==> src/rtl/icache_fill_ctrl_pkg.sv <==
// Shared types and constants for the instruction-cache fill controller.
// Block address is pc[15:3]: index in the low bits, tag in the high bits.
package icache_fill_ctrl_pkg;

    localparam int ICACHE_INDEX_BITS = 5;
    localparam int ICACHE_TAG_BITS   = 8;
    localparam int BLOCK_BITS        = ICACHE_INDEX_BITS + ICACHE_TAG_BITS;
    localparam int MEM_TAG_BITS      = 4;

    typedef enum logic [1:0] {
        BUS_NONE = 2'd0,
        BUS_LOAD = 2'd1
    } bus_cmd_t;

    typedef enum logic {
        FILL_IDLE,
        FILL_ISSUE
    } fill_state_t;

    typedef struct packed {
        logic                    valid;
        logic [MEM_TAG_BITS-1:0] mem_tag;
        logic [BLOCK_BITS-1:0]   block;
    } mshr_entry_t;

endpackage

==> src/rtl/icache_mshr_table.sv <==
// Outstanding-request table: allocates the lowest free entry, frees on a
// matching memory tag, and answers block-membership lookups.
module icache_mshr_table
    import icache_fill_ctrl_pkg::*;
#(
    parameter int DEPTH = 4
) (
    input  logic                    clock,
    input  logic                    reset,
    input  logic                    alloc_en,
    input  logic [MEM_TAG_BITS-1:0] alloc_tag,
    input  logic [BLOCK_BITS-1:0]   alloc_block,
    input  logic [MEM_TAG_BITS-1:0] fill_tag,
    output logic                    fill_hit,
    output logic [BLOCK_BITS-1:0]   fill_block,
    input  logic [BLOCK_BITS-1:0]   lookup_block_a,
    output logic                    lookup_hit_a,
    input  logic [BLOCK_BITS-1:0]   lookup_block_b,
    output logic                    lookup_hit_b,
    output logic                    full
);

    mshr_entry_t      entries [DEPTH];
    logic [DEPTH-1:0] fill_match;
    logic [DEPTH-1:0] alloc_onehot;
    logic             has_free;

    // Free-slot search uses pre-fill validity, so a slot freed this cycle
    // only becomes allocatable on the next one.
    always_comb begin
        fill_hit     = 1'b0;
        fill_block   = '0;
        fill_match   = '0;
        lookup_hit_a = 1'b0;
        lookup_hit_b = 1'b0;
        alloc_onehot = '0;
        has_free     = 1'b0;
        for (int i = 0; i < DEPTH; i++) begin
            if (entries[i].valid) begin
                if (fill_tag != '0 && entries[i].mem_tag == fill_tag) begin
                    fill_match[i] = 1'b1;
                    if (!fill_hit) begin
                        fill_hit   = 1'b1;
                        fill_block = entries[i].block;
                    end
                end
                if (entries[i].block == lookup_block_a) lookup_hit_a = 1'b1;
                if (entries[i].block == lookup_block_b) lookup_hit_b = 1'b1;
            end else if (!has_free) begin
                has_free        = 1'b1;
                alloc_onehot[i] = 1'b1;
            end
        end
    end

    assign full = ~has_free;

    always_ff @(posedge clock) begin
        if (reset) begin
            for (int i = 0; i < DEPTH; i++) entries[i] <= '0;
        end else begin
            for (int i = 0; i < DEPTH; i++) begin
                if (fill_match[i]) begin
                    entries[i].valid <= 1'b0;
                end else if (alloc_en && alloc_onehot[i]) begin
                    entries[i].valid   <= 1'b1;
                    entries[i].mem_tag <= alloc_tag;
                    entries[i].block   <= alloc_block;
                end
            end
        end
    end

endmodule

==> src/rtl/icache_fill_ctrl.sv <==
// 3-wide icache miss/fill controller: read-port addressing, demand-miss
// detection, block load plus sequential prefetch issue, and fill write-back.
module icache_fill_ctrl
    import icache_fill_ctrl_pkg::*;
#(
    parameter int MSHR_DEPTH     = 4,
    parameter int PREFETCH_DEPTH = 2
) (
    input  logic             clock,
    input  logic             reset,
    input  logic [2:0][31:0] fetch_pc,
    input  logic [2:0]       fetch_valid,
    input  logic             squash,
    input  logic             bus_grant,
    input  logic [3:0]       mem2proc_response,
    input  logic [63:0]      mem2proc_data,
    input  logic [3:0]       mem2proc_tag,
    input  logic [2:0][63:0] cm_data,
    input  logic [2:0]       cm_valid,
    output logic [2:0][4:0]  cm_read_index,
    output logic [2:0][7:0]  cm_read_tag,
    output logic             cm_write_en,
    output logic [4:0]       cm_write_index,
    output logic [7:0]       cm_write_tag,
    output logic [63:0]      cm_write_data,
    output logic [1:0]       proc2mem_command,
    output logic [31:0]      proc2mem_addr,
    output logic [2:0][63:0] fetch_data,
    output logic [2:0]       fetch_hit
);

    localparam int LEFT_BITS = $clog2(PREFETCH_DEPTH + 2);
    localparam logic [LEFT_BITS-1:0] WINDOW_LEN = LEFT_BITS'(PREFETCH_DEPTH + 1);

    fill_state_t            state_q, state_d;
    logic [BLOCK_BITS-1:0]  req_block_q, req_block_d;
    logic [LEFT_BITS-1:0]   req_left_q, req_left_d;

    logic [2:0][BLOCK_BITS-1:0] lane_block;
    logic [2:0]                 lane_bypass;
    logic                       miss_valid;
    logic [BLOCK_BITS-1:0]      miss_block;
    logic                       miss_in_mshr;
    logic                       req_in_mshr;
    logic                       mshr_full;
    logic                       fill_hit;
    logic [BLOCK_BITS-1:0]      fill_block;
    logic                       alloc_en;
    logic                       advance;
    logic [BLOCK_BITS-1:0]      window_offset;
    logic                       in_window;
    logic                       new_miss;
    logic                       unused_pc_bits;

    assign unused_pc_bits = ^{fetch_pc[0][31:16], fetch_pc[0][2:0],
                              fetch_pc[1][31:16], fetch_pc[1][2:0],
                              fetch_pc[2][31:16], fetch_pc[2][2:0]};

    icache_mshr_table #(.DEPTH(MSHR_DEPTH)) u_mshr (
        .clock          (clock),
        .reset          (reset),
        .alloc_en       (alloc_en),
        .alloc_tag      (mem2proc_response),
        .alloc_block    (req_block_q),
        .fill_tag       (mem2proc_tag),
        .fill_hit       (fill_hit),
        .fill_block     (fill_block),
        .lookup_block_a (miss_block),
        .lookup_hit_a   (miss_in_mshr),
        .lookup_block_b (req_block_q),
        .lookup_hit_b   (req_in_mshr),
        .full           (mshr_full)
    );

    assign cm_write_en    = fill_hit;
    assign cm_write_index = fill_block[ICACHE_INDEX_BITS-1:0];
    assign cm_write_tag   = fill_block[BLOCK_BITS-1:ICACHE_INDEX_BITS];
    assign cm_write_data  = mem2proc_data;

    // A block being written this cycle is forwarded straight to any lane
    // that wants it; only the oldest missing lane may start a request.
    always_comb begin
        miss_valid = 1'b0;
        miss_block = '0;
        for (int i = 0; i < 3; i++) begin
            lane_block[i]    = fetch_pc[i][15:3];
            cm_read_index[i] = fetch_pc[i][7:3];
            cm_read_tag[i]   = fetch_pc[i][15:8];
            lane_bypass[i]   = cm_write_en && (fill_block == lane_block[i]);
            fetch_hit[i]     = fetch_valid[i] & (cm_valid[i] | lane_bypass[i]);
            fetch_data[i]    = lane_bypass[i] ? mem2proc_data : cm_data[i];
            if (fetch_valid[i] && !fetch_hit[i] && !miss_valid) begin
                miss_valid = 1'b1;
                miss_block = lane_block[i];
            end
        end
    end

    assign window_offset = miss_block - req_block_q;
    assign in_window     = window_offset < {{(BLOCK_BITS-LEFT_BITS){1'b0}}, req_left_q};
    assign new_miss      = miss_valid && !miss_in_mshr && !in_window && !squash;

    always_ff @(posedge clock) begin
        if (reset) begin
            state_q     <= FILL_IDLE;
            req_block_q <= '0;
            req_left_q  <= '0;
        end else begin
            state_q     <= state_d;
            req_block_q <= req_block_d;
            req_left_q  <= req_left_d;
        end
    end

    // Squash beats a new demand miss, which beats the remaining prefetches;
    // blocks already tracked are skipped without using the bus.
    always_comb begin
        state_d          = state_q;
        req_block_d      = req_block_q;
        req_left_d       = req_left_q;
        proc2mem_command = BUS_NONE;
        proc2mem_addr    = '0;
        alloc_en         = 1'b0;
        advance          = 1'b0;
        if (squash) begin
            state_d    = FILL_IDLE;
            req_left_d = '0;
        end else if (new_miss) begin
            state_d     = FILL_ISSUE;
            req_block_d = miss_block;
            req_left_d  = WINDOW_LEN;
        end else if (state_q == FILL_ISSUE) begin
            if (req_in_mshr) begin
                advance = 1'b1;
            end else if (bus_grant && !mshr_full) begin
                proc2mem_command = BUS_LOAD;
                proc2mem_addr    = {16'b0, req_block_q, 3'b0};
                if (mem2proc_response != '0) begin
                    alloc_en = 1'b1;
                    advance  = 1'b1;
                end
            end
            if (advance) begin
                req_block_d = req_block_q + 1'b1;
                req_left_d  = req_left_q - 1'b1;
                if (req_left_q == LEFT_BITS'(1)) state_d = FILL_IDLE;
            end
        end
    end

endmodule

==> config.mk <==
export PLATFORM = sky130hd
export DESIGN_NAME = icache_fill_ctrl
export DESIGN_NICKNAME = d
export VERILOG_FILES = /design/src/rtl/icache_fill_ctrl_pkg.sv /design/src/rtl/icache_mshr_table.sv /design/src/rtl/icache_fill_ctrl.sv
export SDC_FILE = /design/constraint.sdc
export NUM_CORES = 1
export LEC_CHECK = 0
export BUFFER_PORTS_ARGS = -buffer_cell sky130_fd_sc_hd__buf_2
export CAP_MARGIN = 5
export CORE_AREA = 2 2 278 280
export CTS_CLUSTER_DIAMETER = 40
export DETAILED_ROUTE_END_ITERATION = 8
export DIE_AREA = 0 0 280 282
export HOLD_SLACK_MARGIN = 0.15
export SLEW_MARGIN = 0
export SYNTH_ARGS = -nofsm -noshare
export SYNTH_HDL_FRONTEND = slang
export SYNTH_HIERARCHICAL = 1
export SYNTH_SLANG_ARGS = --single-unit
==> constraint.sdc <==
create_clock -name clock -period 17.21 [get_ports clock]
set_input_delay 3.442 -clock clock [delete_from_list [all_inputs] [get_ports clock]]
set_output_delay 3.442 -clock clock [all_outputs]
set_load 0.05 [all_outputs]
# Yosys cells after proc, flatten, opt, wreduce, memory -nomap -nowiden
# Memories as Yosys holds them, arrays and structs flattened.
# Cells that the tools add are included.
[totals]
word_cells = 218
latch_bits = 0
mem_bits_rw = 72
rom_bits = 0
register_bits = 16
memories = 1
[op_classes]
n_lt_le_gt_ge = 1
bitwise_logic = 23
shift = 0
n_eq_ne = 16
mux = 136
div_mod_pow = 0
add_sub_neg = 3
multipliers = 0
n_reduce_logical = 35
[memory_table]
columns = ["memory", "words", "width", "rd", "rd_clocked_by_memory_dff", "write_ports", "line_no", "source"]
rows = [
  ["u_mshr.entries", 4, 18, 4, 0, 4, "icache_mshr_table.sv:23", "mshr_entry_t entries [DEPTH];"],
]
[op_table]
columns = ["operator", "count"]
rows = [
  ["$mux W13", 21],
  ["$mux W64", 3],
  ["$eq A13 B13 Y1", 11],
  ["$mux W1", 100],
  ["$mux W16", 5],
  ["$logic_and A1 B1 Y1", 20],
  ["$or A1 B1 Y1", 19],
  ["$eq A4 B4 Y1", 4],
  ["$mux W4", 4],
  ["$add A13 B1 Y13 const B", 1],
  ["$lt A13 B2 Y1", 1],
  ["$sub A13 B13 Y13", 1],
  ["$logic_not A1 Y1", 8],
  ["$reduce_bool A4 Y1", 2],
  ["$mux W2", 3],
  ["$reduce_bool A2 Y1", 2],
  ["$and A1 B1 Y1", 3],
  ["$reduce_and A3 Y1", 1],
  ["$eq A2 B1 Y1 const B", 1],
  ["$reduce_and A2 Y1", 1],
  ["$reduce_or A2 Y1", 1],
  ["$sub A2 B1 Y2 const B", 1],
  ["$not A1 Y1", 1],
]

# Longest topological paths before layout
# Gate-level depths: netlist of the first run.
# An unclocked memory read counts as a cell.
[logic_depth]
depth_word = 48
depth_mapped = 34
mapped_depth_nobuf = 28

# Hierarchy
# The synthesis of the first run kept the hierarchy.
[by_module_without_submodules]
columns = ["mod", "cells_per_inst", "seq_area_each_um2", "n_inst", "area_each_um2"]
rows = [
  ["icache_fill_ctrl", 985, 320.3, 1, 5894.4],
  ["icache_mshr_table", 404, 2162.1, 1, 4584.4],
]

# Least setup slack after synthesis of the first run
# Ideal clock, no wire load.
[synth_path]
path_kind = "input-to-output"
start = "input mem2proc_tag[1]"
end = "output proc2mem_addr[10]"
path_buffers = 5
required_time_ps = 13768
stages = 27
slack_ps = 3187
arrival_time_ps = 10581
cell_sequence = "buf_6 xnor2_1 and4_1 nor3b_4 buf_4 a221oi_1 o2bb2ai_1 xnor2_1 nand4_1 or4_1 buf_2 nand2_1 and2_1 clkbuf_1 a22oi_1 o21ai_0 fa_1 ha_1 a221oi_1 o2111ai_1 nor4_1 o2111ai_1 nor2_1 a21o_1 and2_1 buf_2 and2_1"
[synth_via]
elab_chain_len = 41
word_cells_on_any_way = 77
[synth_rtl]
columns = ["element", "line_no", "source"]
rows = [
  ["from (decl)", "icache_fill_ctrl.sv:17", "input logic [3:0] mem2proc_tag,"],
  ["$eq A4 B4 Y1 / $reduce_bool A4 Y1 (equally long branches)", "icache_mshr_table.sv:40", "if (fill_tag != '0 && entries[i].mem_tag == fill_tag) begin"],
  ["$logic_and A1 B1 Y1", "icache_mshr_table.sv:40", ""],
  ["$mux W13 / $mux W1 (equally long branches)", "icache_mshr_table.sv:40", ""],
  ["$mux W13 / $mux W1 (equally long branches)", "icache_mshr_table.sv:39", "if (entries[i].valid) begin"],
  ["$mux W13", "icache_mshr_table.sv:42", "if (!fill_hit) begin"],
  ["$mux W13", "icache_mshr_table.sv:40", ""],
  ["$mux W13", "icache_mshr_table.sv:39", ""],
  ["$mux W13", "icache_mshr_table.sv:42", ""],
  ["(+5 left out)", "n/a", ""],
  ["named net cm_write_tag[3]", "icache_fill_ctrl.sv:24", "output logic [7:0] cm_write_tag,"],
  ["(+10 left out)", "n/a", ""],
  ["$logic_not A1 Y1", "icache_fill_ctrl.sv:92", "if (fetch_valid[i] && !fetch_hit[i] && !miss_valid) begin"],
  ["$logic_and A1 B1 Y1", "icache_fill_ctrl.sv:92", ""],
  ["$mux W13 (*)", "icache_fill_ctrl.sv:92", ""],
  ["named net miss_block[1]", "icache_fill_ctrl.sv:42", "logic [BLOCK_BITS-1:0] miss_block;"],
  ["parallel branches: the longest is 11 deep, another holds $sub A13 B13 Y13", "n/a", ""],
  ["$logic_and A1 B1 Y1 (*) (2 in series)", "icache_fill_ctrl.sv:101", "assign new_miss = miss_valid && !miss_in_mshr && !in_window && !squash;"],
  ["$mux W16 (*)", "icache_fill_ctrl.sv:128", "end else if (new_miss) begin"],
  ["$mux W16 (*)", "icache_fill_ctrl.sv:125", "if (squash) begin"],
  ["to (decl)", "icache_fill_ctrl.sv:27", "output logic [31:0] proc2mem_addr,"],
]
# Mark *: on every way through the listed nets, which the timed path passes.

# Worst setup path in the final report of the first run
[layout_path]
start = "input mem2proc_tag[2]"
end = "output proc2mem_addr[14]"
[layout_via]
elab_chain_len = 41
word_cells_on_any_way = 77
[layout_rtl]
columns = ["element", "line_no"]
rows = [
  ["parallel branches: the longest is 37 deep, another holds $mux W13", "n/a"],
  ["$logic_and A1 B1 Y1 (*) (2 in series)", "icache_fill_ctrl.sv:101"],
  ["$mux W16 (*)", "icache_fill_ctrl.sv:128"],
  ["$mux W16 (*)", "icache_fill_ctrl.sv:125"],
]
# Every way passes the cells marked *.

==> impl_metrics.json, run 1 <==
{
  "clk_path_buf_depth": 2,
  "fin_util_pct": 18.8,
  "fp.dieW_um": 280,
  "ys_seq_area_share_pct": 23.7,
  "grt_pass1_vias": 11100,
  "syn_area_um2": 10500,
  "worstHoldPathType": "register to register",
  "gr-total-overflow": 0,
  "core_area_um2": 75700,
  "yosys_warnings": 6,
  "hold_buffers": 0,
  "start_kind": "primary input",
  "grt_util_all_layers_pct": 20.6,
  "post_cts_resized": 0,
  "cp_slowest_stage_delay_ns": 0.89,
  "start_util_pct": 13.8,
  "pwr_density_cell_nw_per_um2": 61.7,
  "cp-end-kind": "output port",
  "fin_skew_ns": 0.0106,
  "cap_violations": 0,
  "dp_cells": 2847,
  "wl_per_cell_um": 30.1,
  "gp_congestion": 0.968,
  "rsz0062_at_grt": "false",
  "met3_length_um": 11700,
  "nNetsFinal": 2266,
  "grt_pass1_wl_um": 107000,
  "hold_viol_final": 0,
  "leakage_nw": 6.68,
  "slew_headroom_pct": 15.2,
  "setup_viol": 0,
  "synthFlopType": "edfxtp_1",
  "holdWs_ns": 0.485,
  "most-common-layout-cells": "buf_2 (638), nand2_1 (421), xnor2_1 (107)",
  "max_freq_mhz": 64.7,
  "drive_gt1_share_pct": 40.7,
  "hpwl_um": 75100,
  "drt_pass1_iterations": 5,
  "die_area_um2": 79000,
  "fp-row-count": 101,
  "cts.clk_slew.worst_paths_ns": 0.06,
  "synth_cell_types": 73,
  "antenna_found_initial": 56,
  "ir_drop_mv": 0.0527,
  "ios": 716,
  "syn_inst": 1389,
  "cp.arrival_ns": 12.02,
  "drv_slew": 0,
  "seq_area_um2": 2480,
  "multi_input_area_um2": 6740,
  "area_growth_pct": 35.6,
  "worstSetupPathType": "primary input to output port",
  "io_buffers": 638,
  "drt_iter0_drc": 1221,
  "syn_area_per_cell_um2": 7.54,
  "crit_slowest_cell": "or4_4",
  "cts_made_buffers": 9,
  "min_period_ns": 15.46,
  "via_per_inst": 4.27,
  "tns_ns": 0,
  "final_common_cell": "buf_2",
  "clockRootBuffer": "clkbuf_16",
  "crit_fanout": 68,
  "grt_max_degree": 69,
  "nFillCells": 8695,
  "clock_latency_ns": 0.35,
  "finalNonFillerCells": 2877,
  "ys_ff_latch": 88,
  "min_period_over_period_pct": 89.9,
  "dr_wl_met2_um": 39900,
  "wl_met1_um": 31900,
  "drc": 0,
  "htreeDepth": 3,
  "synth-edff-count": 72,
  "cts_tree": "done",
  "drt-total-wl_um": 86500,
  "dieHeight_um": 282,
  "required_ns": 13.77,
  "p_total_uw": 877,
  "status": "finished, final reports clean",
  "synth_async_sr_flop_share_pct": 0,
  "top_layer_used": "met5",
  "cts_num_sinks": 88,
  "drtAntennaViolNets": 0,
  "tightest_slew_ns": 1.27,
  "vias": 12300,
  "cts_setup_buffers": 0
}
==> final timing paths <==
check	from	endpoint	slack, ns	cells past startpoint
setup reg to reg	u_mshr/entries[1][15]	u_mshr/entries[0][1]	6.83	29
hold reg to reg	req_left_q[1]	req_left_q[1]	0.48	2
hold / removal	req_left_q[1]	req_left_q[1]	0.48	2
setup / recovery	mem2proc_tag[2]	proc2mem_addr[14]	1.75	28
==> worst max-delay path: cells and delay by family <==
family          cells  cell delay (ns)
buf+inv             6             1.13
compound gates      8             3.25
fa+ha+maj           2             0.71
simple gates        8             2.59
xor+xnor            4             0.85
==> synth_stat cells, drive strengths merged (6+ instances only) <==
cell	instances	area, um2
nor2b	6	37.5
xor2	58	508
buf	144	1060
and2	88	552
a21oi	27	139
dfxtp	16	320
nand3	13	65.1
nand2b	6	37.5
nor3	11	55.1
edfxtp	72	2160
ha	15	188
o21a	8	60.1
o21ai	18	93.8
nor4	24	171
nand2	421	1580
mux2i	6	60.1
o311ai	6	52.6
a221oi	15	131
and3	9	56.3
clkbuf	52	195
nor2	55	209
xnor2	107	937
inv	30	113
mux2	65	732
nand4	38	238
o2bb2ai	13	114
==> where the power goes <==
part / switching (mW) / internal [mW] / leakage [nW]
combinational: 0.315 / 0.112 / 5.66
clock: 0.0849 / 0.111 / 0.141
sequential: 0.0157 / 0.238 / 0.874
==> stage by stage <==
stage	cell area, um2	setup WS [ns]
4_1_cts	14200	1.86
3_5_place_dp	13900	1.88
6_report	14200	1.75
2_1_floorplan	10600	3.19
3_3_place_gp	13900	1.94
5_1_grt	14200	1.30
==> flip-flops by register name (all words and copies together) (netlist names) <==
| signal | cells |
|---|---|
| state_q | 1 |
| req_left_q | 2 |
| u_mshr/entries | 72 |
| req_block_q | 13 |
==> final cells by class <==
cell class	instances	share of cell area (%)
Antenna cell	14	0.247
Clock buffer	9	1.58
Clock inverter	7	0.431
Inverter	30	0.792
Multi-Input combinational cell	1094	47.4
Sequential cell	88	17.5
Tap cell	978	8.61
Timing Repair Buffer	657	23.5
==> metal layers <==
layer  GRT usage [%]  up-vias
met5               0        -
met4            5.85       40
met3            9.81      156
met2            33.7      762
met1            23.8     5805
li1                -     5520
==> cells by family (layout without fill, tap and decap cells) <==
family | Yosys count | after routing | share of synthesized area [%]
AO/OA/AOI/OAI | 130 | 130 | 9.40
XOR/XNOR | 165 | 165 | 13.8
adder cells (fa/ha/maj) | 16 | 16 | 1.98
buffers and inverters | 226 | 703 | 13.1
flip-flops | 88 | 88 | 23.7
multiplexers | 71 | 71 | 7.56
other | 1 | 34 | 0.0358
AND/OR/NAND/NOR | 692 | 692 | 30.4
Note: power is estimated with default switching activity, not from simulation.
==> inputs of run 2 (changes only) <==
--- a/config.mk
+++ b/config.mk
@@ -9,9 +9,11 @@
 export CAP_MARGIN = 5
 export CORE_AREA = 2 2 278 280
 export CTS_CLUSTER_DIAMETER = 40
+export CTS_CLUSTER_SIZE = 12
 export DETAILED_ROUTE_END_ITERATION = 8
 export DIE_AREA = 0 0 280 282
 export HOLD_SLACK_MARGIN = 0.15
+export PLACE_DENSITY = 0.36
 export SLEW_MARGIN = 0
 export SYNTH_ARGS = -nofsm -noshare
 export SYNTH_HDL_FRONTEND = slang
==> run 2 against run 1 <==
Critical path depth is 1 higher. Die area stayed put. Cell area is 0.55% higher. Setup slack better by 0.093 ns. Register-to-register slack better by 0.24 ns. Clock skew is 0.00053 ns higher. Non-clock buffer count is 7 higher. Highest routed layer unchanged. Sequential cell count stayed put. Critical path type unchanged. Sequential power hardly changed. Core utilization is 0.10 points higher. Routed wire length is 0.47% lower. Critical endpoint is now proc2mem_addr[3].
==> impl_metrics.json, run 2 (synthesis gave the netlist of run 1 again) <==
{
  "seq_area_um2": 2480,
  "min_period_over_period_pct": 89.3,
  "core_area_um2": 75700,
  "tns_ns": 0,
  "area_growth_pct": 36.4,
  "drv_slew": 0,
  "post_cts_resized": 0,
  "clk_path_buf_depth": 2,
  "holdWs_ns": 0.481,
  "crit_slowest_cell": "a211oi_2",
  "slew_headroom_pct": 15.8,
  "tightest_slew_ns": 1.26,
  "crit_path_frequent_cell": "and2_1",
  "multi_input_area_um2": 6730,
  "cts_made_buffers": 9,
  "grt_util_all_layers_pct": 20.7,
  "cts_setup_buffers": 0,
  "die_area_um2": 79000,
  "ir_drop_mv": 0.0523,
  "max_freq_mhz": 65.1,
  "r2r_start": "u_mshr/entries[1][17]",
  "most-common-layout-cells": "buf_2 (638), nand2_1 (421), xnor2_1 (107)",
  "required_ns": 13.77,
  "drt_pass1_iterations": 6,
  "clock_latency_ns": 0.36,
  "fp.dieW_um": 280,
  "hold_buffers": 0,
  "status": "finished, final reports clean",
  "crit_fanout": 30,
  "largest_reg_flops": 72,
  "fin_area_um2": 14300,
  "start_kind": "primary input",
  "top_regs": "u_mshr/entries (72), req_block_q (13), req_left_q (2)",
  "grt_pass1_wl_um": 111000,
  "cts_tree": "done",
  "grt_pass1_vias": 11800,
  "dieHeight_um": 282,
  "htreeDepth": 3,
  "antenna_found_initial": 61,
  "cp_slowest_stage_delay_ns": 0.80,
  "pwr_density_cell_nw_per_um2": 61.8,
  "cp-startpoint": "mem2proc_tag[2]",
  "hold_viol_final": 0,
  "cap_violations": 0,
  "min_period_ns": 15.37,
  "cp-end-kind": "output port",
  "min_from": "req_left_q[1]",
  "via_per_inst": 4.28,
  "start_util_pct": 13.8,
  "grt_max_degree": 66,
  "hpwl_um": 73500,
  "cp.arrival_ns": 11.93,
  "drtAntennaViolNets": 0,
  "vias": 12400,
  "drt-total-wl_um": 86100,
  "fin_skew_ns": 0.0111,
  "rsz0062_at_grt": "false",
  "cts_num_sinks": 88,
  "top_register": "u_mshr/entries",
  "gr-total-overflow": 0,
  "worstHoldPathType": "register to register",
  "placed_area_um2": 13900,
  "nNetsFinal": 2273,
  "final_common_cell": "buf_2",
  "clockRootBuffer": "clkbuf_16",
  "drc": 0,
  "drt_iter0_drc": 1133,
  "drive_gt1_share_pct": 41.0,
  "io_buffers": 638,
  "wl_per_cell_um": 29.8,
  "cts.clk_slew.worst_paths_ns": 0.07,
  "nFillCells": 8725,
  "worstSetupPathType": "primary input to output port",
  "leakage_nw": 6.72,
  "setup_viol": 0,
  "fp-row-count": 101,
  "gp_congestion": 0.932,
  "ios": 716
}
run 2: cell types whose count changed in the layout (fill, tap and decap cells not counted), sizes merged:
cell	previous run	this run
clkinv	4	1
buf	657	664
bufinv	1	0
clkinvlp	1	0
diode	14	19
inv	31	36
run 2: final timing paths:
path                            slack, ns  cells past startpoint                    to
worst max-delay path                 1.84                     29      proc2mem_addr[3]
worst min-delay path                 0.48                      2         req_left_q[1]
worst max register to register       7.07                     29  u_mshr/entries[3][6]
worst min register to register       0.48                      2         req_left_q[1]
run 2: report_power, final:
group	switching, mW	leakage, nW	total (mW)	internal (mW)
logic	0.312	5.70	0.425	0.113
clock network	0.102	0.149	0.207	0.105
registers	0.0136	0.874	0.251	0.238
run 2: per-stage QoR:
step | utilization, % | worst slack [ns] | power [mW] | instances
after floorplan | - | 3.19 | 0.536 | 1408
after global placement | 18.4 | 2.10 | 0.682 | 2854
after detailed placement | 18.4 | 2.03 | 0.682 | 2854
after CTS | 18.8 | 1.97 | 0.892 | 2870
after global routing | 18.8 | 1.27 | 0.919 | 2879
final | 18.9 | 1.84 | 0.883 | 2889
run 2: cell type report:
type | count | area share (%)
multi-input cells | 1094 | 47.1
repair buffers | 664 | 23.7
flip-flops and latches | 88 | 17.4
well taps | 978 | 8.56
clock buffers | 9 | 1.58
inverters | 30 | 0.788
clock inverters | 7 | 0.552
diodes | 19 | 0.333
run 2: layer usage:
metal	routed length [um]	global-route usage (%)	vias to the layer above
met5	322	0	-
li1	-	-	5547
met2	37900	32.1	657
met3	10600	9.14	125
met1	35000	26.0	5979
met4	2280	5.28	48
run 2: worst max-delay path: cells and delay by family:
kind | cells | cell delay [ns]
AOI/OAI and AO/OA | 8 | 3.25
xor gates and xnor gates | 4 | 0.84
and+or+nand+nor | 9 | 2.35
adders and majority gates | 2 | 0.69
buffers and inverters | 6 | 1.32
==> inputs of run 3 (changes only) <==
--- a/config.mk
+++ b/config.mk
@@ -7,15 +7,14 @@
 export LEC_CHECK = 0
 export BUFFER_PORTS_ARGS = -buffer_cell sky130_fd_sc_hd__buf_2
 export CAP_MARGIN = 5
-export CORE_AREA = 2 2 278 280
+export CORE_AREA = 2 2 276 278
 export CTS_CLUSTER_DIAMETER = 40
 export CTS_CLUSTER_SIZE = 12
 export DETAILED_ROUTE_END_ITERATION = 8
-export DIE_AREA = 0 0 280 282
+export DIE_AREA = 0 0 278 280
 export HOLD_SLACK_MARGIN = 0.15
-export PLACE_DENSITY = 0.36
+export PLACE_DENSITY = 0.38
 export SLEW_MARGIN = 0
 export SYNTH_ARGS = -nofsm -noshare
 export SYNTH_HDL_FRONTEND = slang
-export SYNTH_HIERARCHICAL = 1
 export SYNTH_SLANG_ARGS = --single-unit
==> run 3 against run 2 <==
Synthesized area grew 11%. Die area down 1.4%. Synthesized cell count down 8.6%. Non-clock buffer count increased by 13. Global-route usage grew 2.9 points.
==> impl_metrics.json, run 3 <==
{
  "setup_ws_ns": 2.11,
  "min_period_ns": 15.10,
  "ios": 716,
  "wl_per_cell_um": 35.1,
  "rsz0062_at_grt": "false",
  "core_area_um2": 75200,
  "hold_buffers": 0,
  "grt_pass1_wl_um": 122000,
  "tns_ns": 0,
  "cap_violations": 0,
  "slew_headroom_pct": 23.0,
  "ys_seq_area_share_pct": 21.4,
  "most-common-layout-cells": "buf_2 (638), mux2_2 (192), xnor2_1 (119)",
  "setup_viol": 0,
  "clk_path_buf_depth": 2,
  "fp.dieW_um": 278,
  "crit_slowest_cell": "nor2_1",
  "nNetsFinal": 2141,
  "cts_made_buffers": 9,
  "tightest_slew_ns": 1.15,
  "synthSimpleGateAreaFrac_pct": 18.8,
  "top_register": "u_mshr.entries",
  "final_common_cell": "buf_2",
  "largest_reg_flops": 72,
  "drt_pass1_iterations": 5,
  "synth_top_cell_by_area": "edfxtp_1",
  "synth-edff-count": 72,
  "r2r_start": "u_mshr.entries[0][15]",
  "cts_tree": "done",
  "grt_pass1_vias": 12300,
  "cts_num_sinks": 88,
  "place_ws_ns": 2.21,
  "status": "finished, final reports clean",
  "drtAntennaViolNets": 0,
  "min_period_over_period_pct": 87.7,
  "min_from": "state_q",
  "fin_util_pct": 20.3,
  "cp.arrival_ns": 11.65,
  "ir_drop_mv": 0.0463,
  "worstSetupPathType": "primary input to output port",
  "cp_slowest_stage_delay_ns": 0.87,
  "dp_cells": 2723,
  "cp-end-kind": "output port",
  "vias": 12700,
  "start_util_pct": 15.4,
  "synth_async_sr_flop_share_pct": 0,
  "synth_top_family_by_area": "multiplexers",
  "die_area_um2": 77800,
  "dieHeight_um": 280,
  "drive_gt1_share_pct": 53.7,
  "max_freq_mhz": 66.2,
  "pwr_density_cell_nw_per_um2": 60.2,
  "synthTopCellsByArea": "edfxtp_1 (19%), mux2_2 (19%), xnor2_1 (9.0%)",
  "synth_common_cells": "mux2_2 (192), buf_4 (124), xnor2_1 (119), edfxtp_1 (72), clkbuf_1 (64)",
  "area_growth_pct": 31.9,
  "post_cts_resized": 0,
  "crit_fanout": 18,
  "gp_congestion": 0.995,
  "gr-total-overflow": 0,
  "worstHoldPathType": "register to register",
  "antenna_found_initial": 64,
  "synthAdderAreaFrac_pct": 1.68,
  "hpwl_um": 84100,
  "synth_cell_types": 88,
  "synth_top_area_share_pct": 18.7,
  "synth_compound_area_share_pct": 14.0,
  "fin_skew_ns": 0.0139,
  "synth.area.mux_share_pct": 18.8,
  "via_per_inst": 4.62,
  "crit_family": "simple AND/OR/NAND/NOR gates",
  "multi_input_area_um2": 7650,
  "clockRootBuffer": "clkbuf_16",
  "top_regs": "u_mshr.entries (72), req_block_q (13), req_left_q (2)",
  "synth.most_common_cell": "mux2_2",
  "clock_latency_ns": 0.36,
  "leakage_nw": 6.53,
  "yosys_warnings": 0,
  "crit_buf_inv": 3,
  "required_ns": 13.77,
  "fp-row-count": 101,
  "htreeDepth": 3,
  "synth-xor-area-share_pct": 11.9,
  "grt_util_all_layers_pct": 23.6,
  "io_buffers": 638,
  "drt-total-wl_um": 96600,
  "syn_area_per_cell_um2": 9.13,
  "ys_ff_latch": 88,
  "cts_setup_buffers": 0,
  "cts.clk_slew.worst_paths_ns": 0.07,
  "syn_area_um2": 11600,
  "synthFlopType": "edfxtp_1",
  "finalNonFillerCells": 2748,
  "nFillCells": 8484,
  "drt_iter0_drc": 1044,
  "grt_max_degree": 73,
  "seq_area_um2": 2480,
  "cp-startpoint": "mem2proc_tag[2]",
  "start_kind": "primary input",
  "drc": 0,
  "syn_inst": 1269,
  "drv_slew": 0,
  "hold_viol_final": 0
}
==> run 3: cell count changes in the layout (fill, tap and decap cells not counted), moves of 20 or more <==
cell and delta:
nand2_1 -396, mux2_2 +127, and2_1 -72, xor2_1 -20, nor3_1 +23, nand3_1 +21, and3_1 +48
==> run 3: worst paths after layout <==
path / endpoint / slack (ns) / cells past startpoint
worst max-delay path: proc2mem_addr[14] / 2.11 / 30
worst min-delay path: state_q / 0.62 / 3
worst max register to register: u_mshr.entries[0][4] / 7.98 / 29
worst min register to register: state_q / 0.62 / 3
==> run 3: metal layers <==
layer | up-vias | GRT usage, % | routed length, um | part of all wire, %
met2 | 708 | 37.0 | 43000 | 45
met4 | 70 | 9.58 | 4370 | 4.5
met5 | - | 0 | 451 | 0.47
li1 | 5538 | - | - | -
met3 | 155 | 12.4 | 12700 | 13
met1 | 6218 | 26.9 | 36000 | 37
==> run 3: through the flow <==
stage	hold WS (ns)	power, mW	cell area [um2]
detailed placement	0.602	0.733	15000
floorplan	0.576	0.568	11700
global route	0.660	0.951	15300
finish	0.620	0.921	15300
CTS	0.612	0.925	15300
global placement	0.596	0.732	15000
==> run 3: cells by family after synthesis <==
group / Yosys count
and+or+nand+nor: 356
buffers and inverters: 260
AOI/OAI and AO/OA: 198
muxes: 194
xor gates and xnor gates: 157
DFF: 88
adders and majority gates: 15
other: 1
==> run 3: area by class of cell <==
type,count,area share (%)
Multi-Input combinational cell,940,50.0
Timing Repair Buffer,677,22.8
Sequential cell,88,16.2
Tap cell,978,8.00
Clock buffer,9,1.47
Inverter,40,0.982
Clock inverter,6,0.303
Antenna cell,10,0.164
==> run 3: worst register-to-register path, delay by kind of cell (launching register included) <==
family	cells	cell delay, ns
AOI/OAI and AO/OA	16	4.04
buffers and inverters	2	0.54
DFF	1	0.38
adders and majority gates	1	0.44
and+or+nand+nor	6	2.68
xor gates and xnor gates	4	0.77
==> run 3: power by group <==
group          internal (mW)  switching (mW)  leakage (nW)
Clock                 0.0980          0.0933         0.128
Combinational          0.133           0.336          5.53
Sequential             0.238          0.0212         0.875
